File: config.mk
export PLATFORM = sky130hd
export DESIGN_NAME = vdp_io_port
export DESIGN_NICKNAME = d
export VERILOG_FILES = /design/src/rtl/vdp_io_port_pkg.sv /design/src/rtl/vdp_io_port.sv
export SDC_FILE = /design/constraint.sdc
export NUM_CORES = 1
export LEC_CHECK = 0
export CORE_MARGIN = 1
export CORE_UTILIZATION = 45
export DETAILED_ROUTE_END_ITERATION = 10
export DONT_BUFFER_PORTS = 1
export PLACE_DENSITY = 0.68
export SETUP_SLACK_MARGIN = 0.2
export SLEW_MARGIN = 20
export SYNTH_ARGS = -nofsm -noshare
export SYNTH_HDL_FRONTEND = slang
export SYNTH_SLANG_ARGS = --single-unit
export TNS_END_PERCENT = 30
File: constraint.sdc
create_clock -name clk -period 2.05 [get_ports clk]
set_input_delay 0.41 -clock clk [delete_from_list [all_inputs] [get_ports clk]]
set_output_delay 0.41 -clock clk [all_outputs]
set_load 0.05 [all_outputs]
File: src/rtl/vdp_io_port_pkg.sv
// Shared types for the VDP host port: command codes and read-ahead FSM states.
package vdp_io_port_pkg;

  // Command code carried in bits [7:6] of the second control byte.
  typedef enum logic [1:0] {
    CodeVramRd = 2'd0,
    CodeVramWr = 2'd1,
    CodeRegWr  = 2'd2,
    CodeCramWr = 2'd3
  } code_e;

  // Read-ahead sequencer: present address, then capture VRAM data one cycle later.
  typedef enum logic [1:0] {
    StIdle    = 2'd0,
    StRdIssue = 2'd1,
    StRdCap   = 2'd2
  } rd_state_e;

  // True when a register index addresses an implemented register.
  function automatic logic reg_idx_valid(input logic [3:0] idx, input int unsigned num_regs);
    return 32'(idx) < num_regs;
  endfunction

endpackage

File: src/rtl/vdp_io_port.sv
// VDP host port: decodes control/data port strobes into VRAM, CRAM and register writes,
// and keeps a one-byte read-ahead buffer filled from VRAM.
module vdp_io_port
  import vdp_io_port_pkg::*;
#(
  parameter int unsigned ADDR_W   = 14,
  parameter int unsigned CRAM_AW  = 6,
  parameter int unsigned NUM_REGS = 11
) (
  input  logic              clk,
  input  logic              rst,
  input  logic              ctrl_wr,
  input  logic              data_wr,
  input  logic              data_rd,
  input  logic [7:0]        host_di,
  output logic [7:0]        host_do,
  output logic              busy,
  output logic [ADDR_W-1:0] vram_addr,
  output logic [7:0]        vram_di,
  output logic              vram_we,
  input  logic [7:0]        vram_do,
  output logic [CRAM_AW-1:0] cram_addr,
  output logic [7:0]        cram_di,
  output logic              cram_we,
  output logic [3:0]        reg_idx,
  output logic [7:0]        reg_val,
  output logic              reg_we
);

  localparam int unsigned HiW = ADDR_W - 8;

  rd_state_e          state_q, state_d;
  logic [ADDR_W-1:0]  addr_q, addr_d;
  code_e              code_q, code_d;
  logic               first_byte_q, first_byte_d;
  logic [7:0]         byte1_q, byte1_d;
  logic [7:0]         read_buf_q, read_buf_d;

  logic [ADDR_W-1:0]  vram_addr_q, vram_addr_d;
  logic [7:0]         vram_di_q, vram_di_d;
  logic               vram_we_q, vram_we_d;
  logic [CRAM_AW-1:0] cram_addr_q, cram_addr_d;
  logic [7:0]         cram_di_q, cram_di_d;
  logic               cram_we_q, cram_we_d;
  logic [3:0]         reg_idx_q, reg_idx_d;
  logic [7:0]         reg_val_q, reg_val_d;
  logic               reg_we_q, reg_we_d;

  logic [ADDR_W-1:0]  addr_inc;
  logic [ADDR_W-1:0]  addr_new;

  assign addr_inc = addr_q + 1'b1;
  // The first control byte is held aside and only committed to the address on the second byte,
  // so a command abandoned by a data access leaves the address untouched.
  assign addr_new = {host_di[HiW-1:0], byte1_q};

  // Next-state decode of host strobes and read-ahead sequencing.
  always_comb begin
    state_d      = state_q;
    addr_d       = addr_q;
    code_d       = code_q;
    first_byte_d = first_byte_q;
    byte1_d      = byte1_q;
    read_buf_d   = read_buf_q;
    vram_addr_d  = vram_addr_q;
    vram_di_d    = vram_di_q;
    vram_we_d    = 1'b0;
    cram_addr_d  = cram_addr_q;
    cram_di_d    = cram_di_q;
    cram_we_d    = 1'b0;
    reg_idx_d    = reg_idx_q;
    reg_val_d    = reg_val_q;
    reg_we_d     = 1'b0;

    unique case (state_q)
      StIdle: begin
        if (ctrl_wr) begin
          if (first_byte_q) begin
            byte1_d      = host_di;
            first_byte_d = 1'b0;
          end else begin
            addr_d       = addr_new;
            code_d       = code_e'(host_di[7:6]);
            first_byte_d = 1'b1;
            case (code_e'(host_di[7:6]))
              CodeVramRd: begin
                vram_addr_d = addr_new;
                state_d     = StRdIssue;
              end
              CodeRegWr: begin
                if (reg_idx_valid(host_di[3:0], NUM_REGS)) begin
                  reg_we_d  = 1'b1;
                  reg_idx_d = host_di[3:0];
                  reg_val_d = byte1_q;
                end
              end
              default: ;
            endcase
          end
        end else if (data_wr) begin
          first_byte_d = 1'b1;
          read_buf_d   = host_di;
          addr_d       = addr_inc;
          if (code_q == CodeCramWr) begin
            cram_we_d   = 1'b1;
            cram_addr_d = addr_q[CRAM_AW-1:0];
            cram_di_d   = host_di;
          end else begin
            vram_we_d   = 1'b1;
            vram_addr_d = addr_q;
            vram_di_d   = host_di;
          end
        end else if (data_rd) begin
          first_byte_d = 1'b1;
          addr_d       = addr_inc;
          vram_addr_d  = addr_inc;
          state_d      = StRdIssue;
        end
      end
      // VRAM samples vram_addr at the end of this cycle.
      StRdIssue: state_d = StRdCap;
      StRdCap: begin
        read_buf_d = vram_do;
        state_d    = StIdle;
      end
      default: state_d = StIdle;
    endcase
  end

  // State and registered outputs, synchronous reset.
  always_ff @(posedge clk) begin
    if (rst) begin
      state_q      <= StIdle;
      addr_q       <= '0;
      code_q       <= CodeVramRd;
      first_byte_q <= 1'b1;
      byte1_q      <= '0;
      read_buf_q   <= '0;
      vram_addr_q  <= '0;
      vram_di_q    <= '0;
      vram_we_q    <= 1'b0;
      cram_addr_q  <= '0;
      cram_di_q    <= '0;
      cram_we_q    <= 1'b0;
      reg_idx_q    <= '0;
      reg_val_q    <= '0;
      reg_we_q     <= 1'b0;
    end else begin
      state_q      <= state_d;
      addr_q       <= addr_d;
      code_q       <= code_d;
      first_byte_q <= first_byte_d;
      byte1_q      <= byte1_d;
      read_buf_q   <= read_buf_d;
      vram_addr_q  <= vram_addr_d;
      vram_di_q    <= vram_di_d;
      vram_we_q    <= vram_we_d;
      cram_addr_q  <= cram_addr_d;
      cram_di_q    <= cram_di_d;
      cram_we_q    <= cram_we_d;
      reg_idx_q    <= reg_idx_d;
      reg_val_q    <= reg_val_d;
      reg_we_q     <= reg_we_d;
    end
  end

  assign host_do   = read_buf_q;
  assign busy      = (state_q != StIdle);
  assign vram_addr = vram_addr_q;
  assign vram_di   = vram_di_q;
  assign vram_we   = vram_we_q;
  assign cram_addr = cram_addr_q;
  assign cram_di   = cram_di_q;
  assign cram_we   = cram_we_q;
  assign reg_idx   = reg_idx_q;
  assign reg_val   = reg_val_q;
  assign reg_we    = reg_we_q;

endmodule
==> summary.md, run 1 <==
| Metric | Value |
|---|---|
| Die width | `96.9 µm` |
| Io pins | `81` |
| First-pass GRT wire length | `17.2 mm` |
| Clock tree root buffer cell | `clkbuf_8` |
| HP Class | `input port to flip-flop` |
| Status | `finished clean` |
| GRT Util Overall | `22.6%` |
| Asr flop ratio synth | `0%` |
| Synthesized area | `4050 µm²` |
| Worst EP arrival | `2.01 ns` |
| Initial DRC count | `247` |
| Synth Area in Simple Gates | `22.0%` |
| Post-synthesis mux area share | `7.66%` |
| Fin crit share | `85.4%` |
| Clock Skew | `0.0114 ns` |
| Max Buffers Root-to-Sink | `2` |
| Static Leak | `0.00152 µW` |
| Reg-to-reg setup timing slack | `0.30 ns` |
| Routed Antenna Nets | `0` |
| Most frequent cells in the layout | `85 x dfxtp_1, 65 x nand2_1, 47 x a21oi_1, 46 x nor2_1, 31 x mux2i_1` |
| CP Data Required Time | `2.31 ns` |
| Share of layout cells above drive strength 1 | `11.6%` |
| RSZ-0062 raised after global routing | `yes` |
| DR vias/cell | `5.99` |
| Core ar. | `8720 µm²` |
| Final antenna diode count | `0` |
| Synthesized net count | `495` |
| Row Count | `34` |
| Element type at the critical path start | `flip-flop` |
| Clk slew on worst S/H paths | `0.09 ns` |
| CP Capture Type | `flip-flop` |
| Vias in the first global route | `3343` |
| Placed Cells | `558` |
| VDD IR-drop max | `0.488 mV` |
| Compound-gate portion of the synthesized area | `21.0%` |
| R2r worst-path depth | `4` |
| Final hold vios | `0` |
| Final setup fails | `0` |
| Most common cell after layout, fill and taps aside | `dfxtp_1` |
| Area growth syn-to-layout | `7.47%` |
| Post-Synth Adder-Cell Area | `0.309%` |
| TritonRoute pass-1 iters | `5` |
| Cell Pwr Density | `854 nW/µm²` |
| Clock sinks | `86` |
| EDFF count, synth | `0` |
| FMAX | `572 MHz` |
| Total CTS buffers | `9` |
| Worst Setup SP | `addr_q[4]` |
| Die area | `9390 µm²` |
| Min Tclk post-route | `1.75 ns` |
| Ys flop type | `dfxtp_1` |
| WL final | `10.5 mm` |
| Crit path to | `addr_q[10]` |
| Final cell count without fillers | `574` |
| Routed vias | `3441` |
| Port Buf Inserts | `0` |
| Routability Congestion | `0.845` |
| R2R Path Start | `addr_q[4]` |
| Clock H-tree levels | `3` |
| Maxcap violations | `0` |
| Synth unique cells | `59` |
| Largest family of logic cells by synthesized area | `simple AND/OR/NAND/NOR gates` |
| Core Util, Final | `49.9%` |
| CTS tree | `built` |
| Mapped Cells | `473` |
| Worst Slack Setup Final | `0.300 ns` |
| YS warnings | `0` |
| DRC viols | `0` |
| Fin nets | `483` |
| Largest net degree at the start of global routing | `80` |
| Setup Buffers After CTS | `0` |
| Global route overflow | `0` |
| Critical R2R Capture | `addr_q[10]` |
| DR WL/cell | `18.4 µm` |
| Dpl ws | `0.103 ns` |
| Avg Inst Size Synth | `8.57 µm²` |
| Worst-Margin Slew | `0.650 ns` |
| CP max FO | `16` |
| Hpwl dp | `7.11 mm` |
| Synth Area in XOR/XNOR | `0.864%` |
| Worst Setup Path Type | `flip-flop to flip-flop` |
| Fin. max-slew vios | `0` |
| Setup_tns | `0 ns` |
| Rel. slew slack | `56.7%` |
| Die height | `96.9 µm` |
| Latest clock arrival within the worst-skew pair | `0.36 ns` |
| Initial antenna violation count | `0` |
| Register area share after synthesis | `42.5%` |
| Synth Register Bits | `86` |
| Starting Density | `46.5%` |
==> report_power, final <==
| part | switching (µW) | internal (µW) |
|---|---|---|
| Clock | 639 | 729 |
| Combinational | 208 | 161 |
| Sequential | 233 | 1750 |
| Total | 1080 | 2640 |
==> state kept, by name (all words and copies together), names as in the netlist, 2 cells and up <==
| name | flops |
|---|---|
| addr_q | 14 |
| vram_addr | 14 |
| byte1_q | 8 |
| cram_di | 8 |
| host_do | 8 |
| reg_val | 8 |
| vram_di | 8 |
| cram_addr | 6 |
| reg_idx | 4 |
| code_q | 2 |
| state_q | 2 |
==> synth_stat cells, drive strengths merged (2+ instances only) <==
library cell	count	area, µm²
nor2b	3	18.8
or3	2	12.5
o31a	2	18.8
nand3	9	50.1
and3	2	12.5
xnor2	3	26.3
nor4	8	86.3
nand2b	8	50.1
a311oi	6	58.8
mux2i	31	310
a21oi	48	244
a22oi	3	22.5
clkbuf	20	77.6
buf	20	120
o41ai	2	17.5
nand3b	3	22.5
nand4b	2	17.5
nor2	47	179
inv	9	33.8
a31oi	4	25.0
nand2	65	244
o2111ai	5	43.8
and2	5	31.3
a22o	5	43.8
o21a	3	22.5
dfxtp	86	1720
nor3	14	80.1
a211oi	14	105
a32o	4	40.0
o32ai	4	35.0
nand4	2	27.5
o21ai	20	100
==> logic make-up (layout without fill, tap and decap cells) <==
family / after synthesis / after routing
buf+inv: 49 / 42
fa+ha+maj: 1 / 1
xor+xnor: 4 / 4
mux: 31 / 31
compound gates: 128 / 128
simple gates: 174 / 174
flops: 86 / 86
==> layout make-up <==
| cell class | instances | area, µm² |
|---|---|---|
| fillers | 834 | 4370 |
| inverters | 9 | 33.8 |
| repair buffers | 17 | 128 |
| flip-flops and latches | 86 | 1720 |
| well taps | 108 | 135 |
| clock buffers | 10 | 138 |
| clock inverters | 6 | 91.3 |
| multi-input cells | 338 | 2110 |
==> layer usage <==
layer,GRT usage [%],vias up,routed length (µm)
met2,34.9,137,4840
met1,29.3,1614,4440
met5,0,-,0
met4,9.07,0,241
met3,7.08,18,1020
li1,-,1672,-
==> timing repair <==
item	in CTS	in global routing
resized for setup	2	1
hold buffers	0	0
endpoints found under the setup margin	4	4
==> worst min path at each step <==
stage	to	depth (start not counted)	slack (ns)	from
final	addr_q[0]	1	0.11	rst
after global routing	byte1_q[3]	1	0.09	rst
after CTS	addr_q[0]	1	0.09	rst
after detailed placement	byte1_q[3]	2	0.47	byte1_q[3]
after global placement	byte1_q[4]	2	0.46	byte1_q[4]
after floorplan	byte1_q[3]	2	0.44	byte1_q[3]
==> stage by stage <==
step                      instance area, µm²  total power, µW  hold WS, ns
final                                   4360             3720        0.108
after global routing                    4360             3860       0.0895
after CTS                               4350             3740       0.0934
after detailed placement                4120             2390        0.473
after global placement                  4120             2370        0.464
after floorplan                         4050             2320        0.444
==> worst max-delay path, cell delays in order, from the launching register on <==
cell     delay (ns)
dfxtp_1        0.50
nand4_4        0.32
nor4_2         0.44
o21ai_0        0.13
a32o_1         0.27
(Power assumes the default switching activity.)
==> inputs of run 2 (changes only) <==
--- a/config.mk
+++ b/config.mk
@@ -9,8 +9,9 @@
 export CORE_UTILIZATION = 45
 export DETAILED_ROUTE_END_ITERATION = 10
 export DONT_BUFFER_PORTS = 1
-export PLACE_DENSITY = 0.68
+export PLACE_DENSITY = 0.67
 export SETUP_SLACK_MARGIN = 0.2
+export SKIP_LAST_GASP = 1
 export SLEW_MARGIN = 20
 export SYNTH_ARGS = -nofsm -noshare
 export SYNTH_HDL_FRONTEND = slang
==> run 2 against run 1 <==
Against the previous run: critical path depth shrank 1; worst hold slack lost 0.0048 ns; setup slack gained 0.056 ns; total power decreased by 4.8%; via count down 0.87%; design area is 0.23% lower; clock skew is 0.00072 ns lower; wire length decreased by 2.7%; first-iteration DRC count is 22% lower; clock power decreased by 13%.
==> summary.md, run 2 (synthesis results as in run 1) <==
| Metric | Value |
|---|---|
| DR WL/cell | `17.8 µm (-3.0%)` |
| Port Buf Inserts | `0 (unchanged)` |
| First-pass GRT wire length | `16.6 mm (-3.5%)` |
| WL final | `10.3 mm (-2.7%)` |
| Share of layout cells above drive strength 1 | `11.5% (-0.050 points)` |
| Max Buffers Root-to-Sink | `2 (unchanged)` |
| Final hold vios | `0 (unchanged)` |
| Most frequent cells in the layout | `86 x dfxtp_1, 65 x nand2_1, 47 x a21oi_1, 46 x nor2_1, 31 x mux2i_1` |
| Die height | `96.9 µm (unchanged)` |
| GRT Util Overall | `22.2% (-0.43 points)` |
| Static Leak | `0.00152 µW (about the same)` |
| Filler cells | `821 (-1.6%)` |
| Min Tclk post-route | `1.69 ns (-0.0560 ns)` |
| Post-route cell area | `4350 µm² (-0.23%)` |
| CTS tree | `built` |
| Initial antenna violation count | `0 (unchanged)` |
| Clk slew on worst S/H paths | `0.09 ns (about the same)` |
| Die width | `96.9 µm (unchanged)` |
| Most common cell after layout, fill and taps aside | `dfxtp_1` |
| TritonRoute pass-1 iters | `5 (unchanged)` |
| Fin nets | `485 (+0.41%)` |
| Starting Density | `46.5% (unchanged)` |
| Final setup fails | `0 (unchanged)` |
| Final antenna diode count | `0 (unchanged)` |
| Fin. max-slew vios | `0 (unchanged)` |
| Vias in the first global route | `3194 (-4.5%)` |
| Cell Area, Placed | `4150 µm² (+0.67%)` |
| Io pins | `81 (unchanged)` |
| Clock H-tree levels | `3 (unchanged)` |
| Fin crit share | `82.6% (-2.7 points)` |
| HP Class | `input port to flip-flop` |
| CP max FO | `5 (-11)` |
| Initial DRC count | `193 (-22%)` |
| Worst-Margin Slew | `0.655 ns (+0.00543 ns)` |
| DR vias/cell | `5.92 (-1.2%)` |
| R2R Path Start | `state_q[1]` |
| Setup_tns | `0 ns (unchanged)` |
| Hold-fix buffers at CTS | `0 (unchanged)` |
| Core ar. | `8720 µm² (unchanged)` |
| Clock sinks | `86 (unchanged)` |
| Clock Skew | `0.0106 ns (-0.000716 ns)` |
| RSZ-0062 raised after global routing | `yes` |
| Placed Cells | `560 (+0.36%)` |
| Status | `finished clean` |
| Worst Setup SP | `state_q[0]` |
| Worst EP arrival | `1.28 ns (-0.73 ns)` |
| Min-delay src | `rst` |
| Global route overflow | `0 (unchanged)` |
| VDD IR-drop max | `0.415 mV (-15%)` |
| CP Capture Type | `output pin` |
| Worst Setup Path Type | `flip-flop to output pin` |
| Setup Buffers After CTS | `0 (unchanged)` |
| Routed vias | `3411 (-0.87%)` |
| Maxcap violations | `0 (unchanged)` |
| Routed Antenna Nets | `0 (unchanged)` |
| CP Data Required Time | `1.64 ns (-0.67 ns)` |
| Total CTS buffers | `9 (unchanged)` |
| Element type at the critical path start | `flip-flop` |
| Area growth syn-to-layout | `7.22%` |
| Routability Congestion | `0.848 (+0.38%)` |
| Rel. slew slack | `56.3% (-0.36 points)` |
| Largest net degree at the start of global routing | `80 (unchanged)` |
| Latest clock arrival within the worst-skew pair | `0.37 ns (about the same)` |
| Final cell count without fillers | `576 (+0.35%)` |
| # resized after CTS | `0 (-2)` |
| DRC viols | `0 (unchanged)` |
| Hpwl dp | `7.00 mm (-1.5%)` |
| Cell Pwr Density | `815 nW/µm² (-4.5%)` |
| Clock tree root buffer cell | `clkbuf_8` |
| Row Count | `34 (unchanged)` |
| Die area | `9390 µm² (unchanged)` |
| FMAX | `590 MHz (+3.3%)` |
[run 2: changes by cell type in the layout (fill, tap and decap cells not counted), sizes merged]
cell	delta
buf	+2
bufinv	-2
clkbuf	-1
inv	+3
[run 2: layer usage]
metal / vias to the layer above / wire length, µm / global-route usage (%)
li1: 1676 / - / -
met4: 0 / 123 / 7.58
met5: - / 0 / 0
met1: 1614 / 4450 / 28.7
met2: 110 / 4940 / 35.0
met3: 11 / 739 / 6.86
[run 2: area by class of cell]
cell class              instances  area (µm²)  share of cell area (%)
clock buffers                   9         124                    2.85
clock inverters                 7        73.8                    1.70
inverters                       9        33.8                   0.777
multi-input cells             338        2100                    48.4
flip-flops and latches         86        1720                    39.6
well taps                     108         135                    3.11
repair buffers                 19         155                    3.57
[run 2: worst paths after layout]
check	cells after the start	slack (ns)	end
setup / recovery	3	0.36	busy
hold / removal	1	0.10	cram_di[3]
setup reg to reg	5	0.39	cram_di[5]
hold reg to reg	2	0.48	byte1_q[3]
[run 2: worst max-delay path, cell delays in order, from the launching register on]
cell and delay, ns:
dfxtp_1 0.47, nor2_2 0.10, inv_2 0.12, buf_4 0.23
[run 2: power by group]
part / internal, µW / switching [µW] / leakage [µW] / total (µW)
clock network: 483 / 703 / 0.000101 / 1190
registers: 1750 / 228 / 0.000701 / 1980
logic: 168 / 212 / 0.000721 / 380
[run 2: metrics by stage]
stage	hold slack, ns	worst slack, ns	total power (µW)	util, %
4_1_cts	0.0887	0.331	3570	49.8
3_5_place_dp	0.462	0.336	2400	47.5
6_report	0.103	0.356	3540	49.8
5_1_grt	0.0832	0.194	3700	49.8
3_3_place_gp	0.461	0.374	2380	47.5
2_1_floorplan	0.444	0.408	2320	-
==> inputs of run 3 (changes only) <==
==> constraint.sdc (replaced) <==
create_clock -name clk -period 1.8 [get_ports clk]
set_input_delay 0.36 -clock clk [delete_from_list [all_inputs] [get_ports clk]]
set_output_delay 0.36 -clock clk [all_outputs]
set_load 0.05 [all_outputs]
==> run 3 against run 2 <==
Against the previous run: first-iteration DRC count increased by 37%; wire length increased by 9.1%; utilization increased by 2.6 points; largest cell class unchanged.
==> summary.md, run 3 (synthesis results as in run 1) <==
| Metric | Value |
|---|---|
| Status | `finished clean` |
| Worst Setup SP | `state_q[1]` |
| Worst path cell trace | `nor2_4 -> inv_4 -> nor3b_4 -> buf_4 -> clkbuf_16 -> a21oi_1 -> a211oi_1` |
| HP Class | `input port to flip-flop` |
| Final hold vios | `0 (unchanged)` |
| WL final | `11.2 mm (+9.1%)` |
| CP max stage delay | `0.37 ns (-0.10 ns)` |
| Maxcap violations | `0 (unchanged)` |
| Rel. slew slack | `62.6% (+6.3 points)` |
| Routed Antenna Nets | `0 (unchanged)` |
| First-pass GRT wire length | `17.5 mm (+5.1%)` |
| Final antenna diode count | `0 (unchanged)` |
| Share of layout cells above drive strength 1 | `17.9% (+6.3 points)` |
| Worst Setup Path Type | `flip-flop to flip-flop` |
| DR WL/cell | `18.8 µm (+5.6%)` |
| Hpwl dp | `7.06 mm (+0.79%)` |
| Row Count | `34 (unchanged)` |
| Clock H-tree levels | `3 (unchanged)` |
| Total Power | `4070 µW (+15%)` |
| CP Data Required Time | `2.07 ns (+0.43 ns)` |
| Starting Density | `46.5% (unchanged)` |
| Clock Skew | `0.00806 ns (-0.00258 ns)` |
| Comb pwr share | `12.6% (+1.9 points)` |
| Hold-fix buffers at CTS | `0 (unchanged)` |
| Worst-Margin Slew | `0.561 ns (-0.0944 ns)` |
| Initial antenna violation count | `0 (unchanged)` |
| Worst EP arrival | `1.84 ns (+0.56 ns)` |
| R2r worst-path depth | `7 (+2)` |
| Max Buffers Root-to-Sink | `2 (unchanged)` |
| Largest net degree at the start of global routing | `80 (unchanged)` |
| Die width | `96.9 µm (unchanged)` |
| Int Power | `2750 µW (+15%)` |
| Static Leak | `0.00165 µW (+8.0%)` |
| Vias in the first global route | `3289 (+3.0%)` |
| Reg-to-reg setup timing slack | `0.23 ns (-0.16 ns)` |
| Cell Pwr Density | `889 nW/µm² (+9.1%)` |
| Final setup fails | `0 (unchanged)` |
| Sw power | `1320 µW (+15%)` |
| Initial DRC count | `264 (+37%)` |
| Io pins | `81 (unchanged)` |
| Critical-path top delay cell | `dfxtp_2` |
| VDD IR-drop max | `0.406 mV (-2.1%)` |
| Area growth syn-to-layout | `12.9%` |
| Clk network pwr share | `32.6% (-0.9 points)` |
| Routability Congestion | `0.860 (+1.4%)` |
| Min Tclk post-route | `1.57 ns` |
| Die height | `96.9 µm (unchanged)` |
| R2R Path Start | `state_q[1]` |
| Critical R2R Capture | `addr_q[5]` |
| Fin nets | `504 (+3.9%)` |
| Setup_tns | `0 ns (unchanged)` |
| Fin. max-slew vios | `0 (unchanged)` |
| Crit path to | `addr_q[5]` |
| Latest clock arrival within the worst-skew pair | `0.37 ns (about the same)` |
| Clock sinks | `86 (unchanged)` |
| Most frequent cells in the layout | `76 x dfxtp_1, 64 x nand2_1, 47 x a21oi_1, 46 x nor2_1, 33 x buf_4` |
| Clock tree root buffer cell | `clkbuf_8` |
| DR vias/cell | `6.01 (+1.5%)` |
| CP max FO | `16 (+11)` |
| Global route overflow | `0 (unchanged)` |
| Element type at the critical path start | `flip-flop` |
| CP Capture Type | `flip-flop` |
| CTS tree | `built` |
| TritonRoute pass-1 iters | `4 (-1)` |
| Net Sw Frac | `32.4% (+0.12 points)` |
| Sequential Power Share | `54.8% (-1.0 points)` |
| Die area | `9390 µm² (unchanged)` |
| Most common cell after layout, fill and taps aside | `dfxtp_1` |
| RSZ-0062 raised after global routing | `yes` |
| Core ar. | `8720 µm² (unchanged)` |
| DRC viols | `0 (unchanged)` |
| Clk slew on worst S/H paths | `0.10 ns (about the same)` |
| GRT Util Overall | `23.0% (+0.78 points)` |
| Total CTS buffers | `9 (unchanged)` |
| Fin crit share | `87.2%` |
| Port Buf Inserts | `0 (unchanged)` |
| FMAX | `637 MHz` |
| Routed vias | `3578 (+4.9%)` |
run 3: power groups by stage:
stage,sequential (µW),clock (µW),combinational [µW]
2_1_floorplan,2270,0,377
3_3_place_gp,2270,0,469
3_5_place_dp,2270,0,479
4_1_cts,2220,1340,481
5_1_grt,2240,1430,562
6_report,2230,1330,511
run 3: per-stage QoR:
| stage | instance area, µm² | util (%) | instances | setup WS, ns | hold WS (ns) |
|---|---|---|---|---|---|
| floorplan | 4060 | - | 473 | 0.229 | 0.444 |
| global placement | 4230 | 48.5 | 568 | 0.136 | 0.436 |
| detailed placement | 4230 | 48.5 | 568 | 0.0983 | 0.440 |
| CTS | 4430 | 50.7 | 585 | 0.168 | 0.0492 |
| global route | 4580 | 52.5 | 595 | 0.156 | 0.0466 |
| finish | 4580 | 52.5 | 595 | 0.231 | 0.0619 |
run 3: worst min path at each step:
stage / from / end / slack, ns / depth (start not counted)
finish: rst / vram_addr[13] / 0.06 / 1
global route: rst / vram_addr[13] / 0.05 / 1
CTS: rst / cram_di[7] / 0.05 / 1
detailed placement: rst / addr_q[8] / 0.44 / 1
global placement: rst / vram_addr[13] / 0.44 / 1
floorplan: byte1_q[3] / byte1_q[3] / 0.44 / 2
run 3: layout make-up:
cell class	count	area, µm²
Fill cell	794	4150
Multi-Input combinational cell	339	2140
Sequential cell	86	1740
Timing Repair Buffer	37	338
Tap cell	108	135
Clock buffer	9	124
Clock inverter	7	63.8
Inverter	9	36.3
run 3: timing repair:
| item | CTS | global route |
|---|---|---|
| setup endpoints to repair | 14 | 46 |
| setup buffers | 1 | 7 |
| gates resized for setup | 1 | 16 |
| pin swaps | 1 | 8 |
| gates cloned | 0 | 3 |
run 3: critical path: cells and delay by family, from the launching register on:
family / cells / cell delay, ns
compound gates: 2 / 0.28
buf+inv: 3 / 0.41
simple gates: 2 / 0.42
flops: 1 / 0.37
run 3: per-layer routing:
metal	track usage (%)	up-vias	share of wire, %
li1	-	1716	-
met1	30.2	1705	44
met2	35.4	139	46
met3	6.94	18	7.8
met4	8.61	0	2.4
met5	0	-	0
